$ cat config.mk
export PLATFORM = sky130hd
export DESIGN_NAME = counter_seq_ctrl_flat
export DESIGN_NICKNAME = d
export VERILOG_FILES = /design/src/rtl/counter_seq_ctrl_if.sv /design/src/rtl/counter_seq_ctrl.sv /design/src/flat_wrapper.sv
export SDC_FILE = /design/constraint.sdc
export NUM_CORES = 1
export LEC_CHECK = 0
export ABC_AREA = 1
export ABC_CLOCK_PERIOD_IN_PS = 1850
export CAP_MARGIN = 10
export CORE_ASPECT_RATIO = 1.5
export CORE_MARGIN = 10
export CORE_UTILIZATION = 58
export DETAILED_ROUTE_END_ITERATION = 10
export HOLD_SLACK_MARGIN = 0.1
export PLACE_DENSITY = 0.79
export SLEW_MARGIN = 25
export SYNTH_ARGS = -nofsm -noshare
export SYNTH_HDL_FRONTEND = slang
export SYNTH_SLANG_ARGS = --single-unit
$ cat constraint.sdc
create_clock -name clk_i -period 1.85 [get_ports clk_i]
set_input_delay 0.37 -clock clk_i [delete_from_list [all_inputs] [get_ports clk_i]]
set_output_delay 0.37 -clock clk_i [all_outputs]
set_load 0.02 [all_outputs]
$ cat src/rtl/counter_seq_ctrl_if.sv
// Button, limit and counter-control bundle between the board-facing logic and counter_seq_ctrl.
// The master side drives the buttons, Limit and the Count feedback; the slave side is the controller.
interface counter_seq_ctrl_if;
    logic       start;
    logic       stop;
    logic       clear;
    logic [3:0] limit;
    logic [3:0] count;
    logic       cnt_enable;
    logic       cnt_reset_n;
    logic       done;
    logic [2:0] state;

    modport master (
        output start, stop, clear, limit, count,
        input  cnt_enable, cnt_reset_n, done, state
    );

    modport slave (
        input  start, stop, clear, limit, count,
        output cnt_enable, cnt_reset_n, done, state
    );
endinterface

$ cat src/rtl/counter_seq_ctrl.sv
// Start/Stop/Clear sequencer for the 4-bit counter: synchronised button edges, prescaled enable, terminal stop.
// Optional AUTO_RELOAD_EN: the terminal tick restarts the count through CLEAR instead of parking in DONE.
//
// state | meaning
// IDLE  | waiting for Start or Clear
// CLEAR | one cycle with cnt_reset_n low, prescaler zeroed
// RUN   | prescaler running, enable pulse on each non-terminal tick
// PAUSE | prescaler frozen, waiting for Start or Clear
// DONE  | terminal count reached, Done high
module counter_seq_ctrl #(
    parameter int unsigned PRESCALE   = 50000000,
    parameter int unsigned PRESCALE_W = 26
) (
    input  logic               clk_i,
    input  logic               rst_i,
    counter_seq_ctrl_if.slave  bus
);

    typedef enum logic [2:0] {
        ST_IDLE  = 3'b000,
        ST_CLEAR = 3'b001,
        ST_RUN   = 3'b010,
        ST_PAUSE = 3'b011,
        ST_DONE  = 3'b100
    } state_t;

    localparam logic [PRESCALE_W-1:0] PRESC_LAST = PRESCALE_W'(PRESCALE - 1);
    localparam logic [PRESCALE_W-1:0] PRESC_ONE  = PRESCALE_W'(1);

    // Button vectors are ordered {clear, stop, start}
    logic [2:0] btn_s1_q, btn_s2_q, btn_prev_q;
    logic [2:0] btn_rise;
    logic       start_rise, stop_rise, clear_rise;

    state_t                 state_q, state_d;
    logic [PRESCALE_W-1:0]  presc_q, presc_d;
    logic [3:0]             limit_q, limit_d;
    logic                   reload_q, reload_d;
    logic                   cnt_en_q, cnt_en_d;
    logic                   cnt_rst_n_q, cnt_rst_n_d;
    logic                   done_q, done_d;
    logic                   tick;
    logic                   terminal;

    always_ff @(posedge clk_i or posedge rst_i) begin
        if (rst_i) begin
            btn_s1_q   <= 3'b000;
            btn_s2_q   <= 3'b000;
            btn_prev_q <= 3'b000;
        end else begin
            btn_s1_q   <= {bus.clear, bus.stop, bus.start};
            btn_s2_q   <= btn_s1_q;
            btn_prev_q <= btn_s2_q;
        end
    end

    assign btn_rise   = btn_s2_q & ~btn_prev_q;
    assign start_rise = btn_rise[0];
    assign stop_rise  = btn_rise[1];
    assign clear_rise = btn_rise[2];

    assign tick     = (presc_q == PRESC_LAST);
    assign terminal = tick && (bus.count == limit_q);

    always_ff @(posedge clk_i or posedge rst_i) begin
        if (rst_i) begin
            state_q     <= ST_IDLE;
            presc_q     <= '0;
            limit_q     <= 4'hF;
            reload_q    <= 1'b0;
            cnt_en_q    <= 1'b0;
            cnt_rst_n_q <= 1'b0;
            done_q      <= 1'b0;
        end else begin
            state_q     <= state_d;
            presc_q     <= presc_d;
            limit_q     <= limit_d;
            reload_q    <= reload_d;
            cnt_en_q    <= cnt_en_d;
            cnt_rst_n_q <= cnt_rst_n_d;
            done_q      <= done_d;
        end
    end

    // reload_q records whether the pending CLEAR should continue into RUN
    always_comb begin
        state_d  = state_q;
        presc_d  = presc_q;
        limit_d  = limit_q;
        reload_d = reload_q;
        cnt_en_d = 1'b0;
        done_d   = 1'b0;
        case (state_q)
            ST_IDLE: begin
                if (clear_rise) begin
                    state_d  = ST_CLEAR;
                    reload_d = 1'b0;
                end else if (start_rise) begin
                    state_d  = ST_CLEAR;
                    reload_d = 1'b1;
                    limit_d  = bus.limit;
                end
            end
            ST_CLEAR: begin
                presc_d = '0;
                state_d = reload_q ? ST_RUN : ST_IDLE;
            end
            ST_RUN: begin
                if (clear_rise) begin
                    state_d  = ST_CLEAR;
                    reload_d = 1'b0;
                end else if (stop_rise) begin
                    state_d = ST_PAUSE;
                end else begin
                    presc_d = tick ? '0 : presc_q + PRESC_ONE;
                    if (terminal) begin
`ifdef AUTO_RELOAD_EN
                        state_d  = ST_CLEAR;
                        reload_d = 1'b1;
                        done_d   = 1'b1;
`else
                        state_d  = ST_DONE;
`endif
                    end else if (tick) begin
                        cnt_en_d = 1'b1;
                    end
                end
            end
            ST_PAUSE: begin
                if (clear_rise) begin
                    state_d  = ST_CLEAR;
                    reload_d = 1'b0;
                end else if (start_rise) begin
                    state_d = ST_RUN;
                end
            end
            ST_DONE: begin
                if (clear_rise) begin
                    state_d  = ST_CLEAR;
                    reload_d = 1'b0;
                end else if (start_rise) begin
                    state_d  = ST_CLEAR;
                    reload_d = 1'b1;
                    limit_d  = bus.limit;
                end
            end
            default: begin
                state_d = ST_IDLE;
            end
        endcase
        if (state_d == ST_DONE) begin
            done_d = 1'b1;
        end
        cnt_rst_n_d = (state_d != ST_CLEAR);
    end

    assign bus.cnt_enable  = cnt_en_q;
    assign bus.cnt_reset_n = cnt_rst_n_q;
    assign bus.done        = done_q;
    assign bus.state       = state_q;

endmodule

$ cat src/flat_wrapper.sv
// flat-port wrapper written by rule: the top's interface ports become plain ports
module counter_seq_ctrl_flat 
#(
    parameter int unsigned PRESCALE   = 50000000,
    parameter int unsigned PRESCALE_W = 26
)
  (clk_i, rst_i, bus_start, bus_stop, bus_clear, bus_limit, bus_count, bus_cnt_enable, bus_cnt_reset_n, bus_done, bus_state);
  counter_seq_ctrl_if bus_i ();
  input  logic clk_i;
  input  logic rst_i;
  input wire logic [$bits(bus_i.start)-1:0] bus_start;
  input wire logic [$bits(bus_i.stop)-1:0] bus_stop;
  input wire logic [$bits(bus_i.clear)-1:0] bus_clear;
  input wire logic [$bits(bus_i.limit)-1:0] bus_limit;
  input wire logic [$bits(bus_i.count)-1:0] bus_count;
  output wire logic [$bits(bus_i.cnt_enable)-1:0] bus_cnt_enable;
  output wire logic [$bits(bus_i.cnt_reset_n)-1:0] bus_cnt_reset_n;
  output wire logic [$bits(bus_i.done)-1:0] bus_done;
  output wire logic [$bits(bus_i.state)-1:0] bus_state;
  assign bus_i.start = bus_start;
  assign bus_i.stop = bus_stop;
  assign bus_i.clear = bus_clear;
  assign bus_i.limit = bus_limit;
  assign bus_i.count = bus_count;
  assign bus_cnt_enable = bus_i.cnt_enable;
  assign bus_cnt_reset_n = bus_i.cnt_reset_n;
  assign bus_done = bus_i.done;
  assign bus_state = bus_i.state;
  counter_seq_ctrl #(.PRESCALE(PRESCALE), .PRESCALE_W(PRESCALE_W)) u_core (.clk_i(clk_i), .rst_i(rst_i), .bus(bus_i));
endmodule
======== Word level (Yosys, flattened, before mapping) ========
Cells that the tools add are included.
cells by class
  reduce and logical (&&, ||, !) cells .... 9
  bitwise gates (word level) .............. 3
  equality and inequality tests ........... 12
  multiplexer cells ....................... 23
  $add $sub $neg .......................... 1
operators by type and width
  operator                 count
  $mux W26                 3
  $pmux W26 S2             1
  $add A26 B1 Y26 const B  1
  $eq A26 B26 Y1 const B   1
  $mux W3                  7
  $pmux W3 S4              1
  $mux W1                  9
  $reduce_and A3 Y1        3
  $eq A3 B2 Y1 const B     2
  $eq A3 B3 Y1 const B     2
  $ne A3 B1 Y1 const B     2
  $eq A4 B4 Y1             1
  $ne A2 B2 Y1 const B     2
  $reduce_bool A2 Y1       2
  $reduce_or A2 Y1         2
  $and A3 B3 Y3            1
  $eq A3 B1 Y1 const B     1
  $logic_not A3 Y1         1
  $not A3 Y3               1
  $mux W2                  1
  $ne A2 B1 Y1 const B     1
  $pmux W1 S2              1
  $logic_and A1 B1 Y1      1
  $not A1 Y1               1
word-level totals
  output and inout bits ................... 6
  input bits .............................. 13
  register bits ........................... 46

======== Depth between registers and ports, before layout ========
  depth in word-level cells ............... 8
  gate-level depth with buffers ........... 11

======== Least setup slack after synthesis ========
Ideal clock, no wire load.
  path kind ............................... register to register
  start ................................... reg u_core.state_q[2], in the netlist u_core.bus.state[2]
  end ..................................... reg u_core.presc_q[10]
  path buffers ............................ 1
  setup slack ............................. 0.257 ns
  library setup time ...................... 0.125 ns
  required time ........................... 1.725 ns
  clock period less this slack ............ 1.593 ns
  arrival time ............................ 1.468 ns
  cell stages (with the launch flop) ...... 10
  path through ............................ dfrtp_1 inv_1 nand2_2 nor2_4 nand2_4 nand2_4 inv_2 a21oi_2 buf_6 nor3_2
between the ends
  longest elaborated chain between the ends .. 3
  elaborated cells between the ends (all ways) .. 7
  those cells by class .................... 4 x eq/ne; 1 x mux; 2 x reduce/logical
ends and longest elaborated chain
  item                                                          RTL line                text
  from (decl)                                                   counter_seq_ctrl.sv:35  state_t state_q, state_d;
  from (signal assigned)                                        counter_seq_ctrl.sv:75  state_q <= state_d;
  $eq A3 B2 Y1 or $eq A3 B1 Y1 (tied branches)                  counter_seq_ctrl.sv:93  case (state_q)
  $ne A2 B2 Y1 (no line) or $reduce_bool A2 Y1 (tied branches)  n/a
  $reduce_and A3 Y1 (no line)                                   n/a
  to (signal assigned)                                          counter_seq_ctrl.sv:76  presc_q <= presc_d;
  to (decl)                                                     counter_seq_ctrl.sv:36  logic [PRESCALE_W-1:0] presc_q, presc_d;
Several ways; a longest one is shown, not always the timed one.
A chain may end at the register's enable or synchronous reset.

======== Final worst setup path ========
  start ................................... reg u_core.state_q[1], in the netlist u_core.bus.state[1]
  end ..................................... out bus_state[1]
RTL lines
  item       RTL line            text
  to (decl)  flat_wrapper.sv:19  output wire logic [$bits(bus_i.state)-1:0] bus_state;
No word-level cell between the ends.

==> results.toml <==
[global_routing]
grt_first_pass_wirelength_mm = 9.96
antenna_found_initial = 0
grt_max_degree = 26
grt.total_usage_pct = 16.7
grt_overflow_total = 0
grt_pass1_vias = 2222

[clocking]
cts.path.max_buffers = 2
cts_tree = "built"
hold_buffers = 0
cts_buffers = 5
clkSinkCount = 46
cts_root_buffer = "clkbuf_8"
clk_pin_slew_worst_paths_ps = 90
htree_levels = 2
insertion_delay_ps = 300

[setup_path]
cp_slowest_cell = "clkdlybuf4s50_1"
r2r_cells = 9
rrSetupSlack_ps = 160
cp.arrival_ps = 1410
regToRegStartpoint = "u_core.presc_q[6]"
crit_required_ps = 1480
critPathMaxStageDelay_ps = 650
cp-end-kind = "output pin"
rr_endpoint = "u_core.presc_q[25]"
cp_cell_sequence = "clkdlybuf4s50_1"
path_max_fanout = 6
critical_path_depth = 1
setup.worst_path.end = "bus_state[1]"
critPathBufInv = 1
setup.worst_path.class = "register to output pin"
start_kind = "register"
cpLargestDelayFamily = "buffers and inverters"
startpoint = "u_core.bus.state[1]"

[synth]
ys_ff_latch = 46
avgSynthCellArea_sq_um = 7.80
yosysSeqAreaShare_pct = 46.2
syn_area_sq_um = 2500
yosysTopAreaCellShare_pct = 42.0
yosys_warnings = 0
yosys.area.top_type = "dfrtp_1"
syn_nets = 335
synthTopCellsByArea = "dfrtp_1, nand2_1, nor2_1"
yosysUniqueCellTypes = 33
syn_inst = 321

[place]
port_buffers = 18
dpl_cell_area_sq_um = 2770
dpl.cell_count = 389
gp_congestion = 0.981
hpwlAfterDp_mm = 4.60

[layout]
final_common_cell = "nand2_1"
nNetsFinal = 365
final_area_sq_um = 2880
fin_util_pct = 68.4
final_cell_mix = "nand2_1, nor2_1, dfrtp_1, inv_1, nand3_1"
fillers = 360
area_delta_synth_final_pct = 15.0
drive_gt1_share_pct = 12.2
num_antenna_cells = 0
finalNonFillerCells = 398

[pwr]
ir_worst_vdd_v = 0.000827
power_density_nw_per_um2 = 943
p_leak_nw = 1.24

[die]
die_w_um = 73.6
core_sq_um = 4210
die_y_um = 100
io_pins = 19
num_rows = 29
die_area_sq_um = 7400
initial_core_util_pct = 59.5

[timing]
slew_violations = 0
finalSetupViolCount = 0
fin_skew_ps = 5.09
rsz0062_at_grt = "yes"
fmax_ghz = 0.560
final_hold_viol_count = 0
finalCritPeriodShare_pct = 96.5
relSlewSlack_pct = 65.8
worstMarginPinSlew_ps = 512
min_period_ps = 1780
tns_ps = 0

[detailed_routing]
wl_per_cell_um = 15.0
firstDrtPassIters = 4
first_iter_violations = 207
dr_wl_met2_mm = 3.05
ant_nets = 0
highest_layer = "met4"
wl_met3_um = 296
drc = 0
vias_per_cell = 5.64
routed_wl_mm = 5.95
routed-via-count = 2244
met1_length_mm = 2.26

[job]
maxCapViolations = 0

[min_path]
min_path_type = "register to register"

[outcome]
outcome = "completed"
## power breakdown
group	leakage, nW	switching [mW]	internal, mW
logic	0.588	0.518	0.321
registers	0.601	0.0972	1.15
clock network	0.0489	0.358	0.273
total	1.24	0.973	1.74
## per-stage QoR
stage	hold slack (ps)	setup slack (ps)	total power, mW
after floorplan	331	257	1.85
after global placement	333	213	2.06
after detailed placement	338	175	2.08
after CTS	360	56.9	2.70
after global routing	363	-0.789	2.85
final	358	65.4	2.71
## area by class of cell
cell class / instances / area, sq um / area share (%)
repair buffers: 28 / 258 / 8.96
inverters: 32 / 120 / 4.17
well taps: 46 / 57.6 / 2.00
clock buffers: 5 / 68.8 / 2.39
flip-flops and latches: 46 / 1160 / 40.2
multi-input cells: 238 / 1190 / 41.5
clock inverters: 3 / 22.5 / 0.783
## routing by layer
metal  track usage, %  vias up
met5                0        -
met4             10.5        0
met3             3.75       31
met2             28.8       81
met1             17.6     1044
li1                 -     1088
## cells in the mapped netlist (all sizes together)
cell / n
nand2: 89
nor2: 60
dfrtp: 42
inv: 32
nand3: 24
a21oi: 10
nand4: 9
xor2: 9
nor3: 8
o21ai: 6
xnor2: 6
buf: 5
dfstp: 4
mux2: 4
a31oi: 3
nor3b: 3
o22ai: 2
and3: 1
ha: 1
nand3b: 1
o2111ai: 1
o21bai: 1
## flip-flops by register name (all words and copies together) (netlist names)
name / count
u_core.btn_s2_q: 3
u_core.bus.cnt_enable: 1
u_core.btn_s1_q: 3
u_core.bus.state: 3
u_core.limit_q: 4
u_core.bus.done: 1
u_core.bus.cnt_reset_n: 1
u_core.btn_prev_q: 3
u_core.reload_q: 1
u_core.presc_q: 26
## how the worst min path moves through the flow
stage                       start                  to  slack (ps)  depth (start not counted)
4_1_cts        u_core.btn_s1_q[2]  u_core.btn_s2_q[2]         360                          0
5_1_grt        u_core.btn_s1_q[2]  u_core.btn_s2_q[2]         360                          0
2_1_floorplan  u_core.btn_s1_q[0]  u_core.btn_s2_q[0]         330                          0
6_report       u_core.btn_s1_q[2]  u_core.btn_s2_q[2]         360                          0
3_3_place_gp   u_core.btn_s1_q[1]  u_core.btn_s2_q[1]         330                          0
3_5_place_dp   u_core.btn_s1_q[0]  u_core.btn_s2_q[0]         340                          0
## logic make-up after synthesis
logic type	Yosys count	share of synthesized area (%)
adder cells (fa/ha/maj)	1	0.500
AO/OA/AOI/OAI	23	5.25
buffers and inverters	37	6.45
multiplexers	4	1.80
flip-flops	46	46.2
XOR/XNOR	15	5.25
AND/OR/NAND/NOR	195	34.6
## what timing repair did
| action | in CTS | in global routing |
|---|---|---|
| setup endpoints to repair | 1 | 23 |
| resized for setup | 1 | 4 |
| endpoints found under the hold margin | 0 | 0 |
| pin swaps | 0 | 0 |
| buffers inserted | 0 | 1 |
Note: power is estimated with default switching activity, not from simulation.
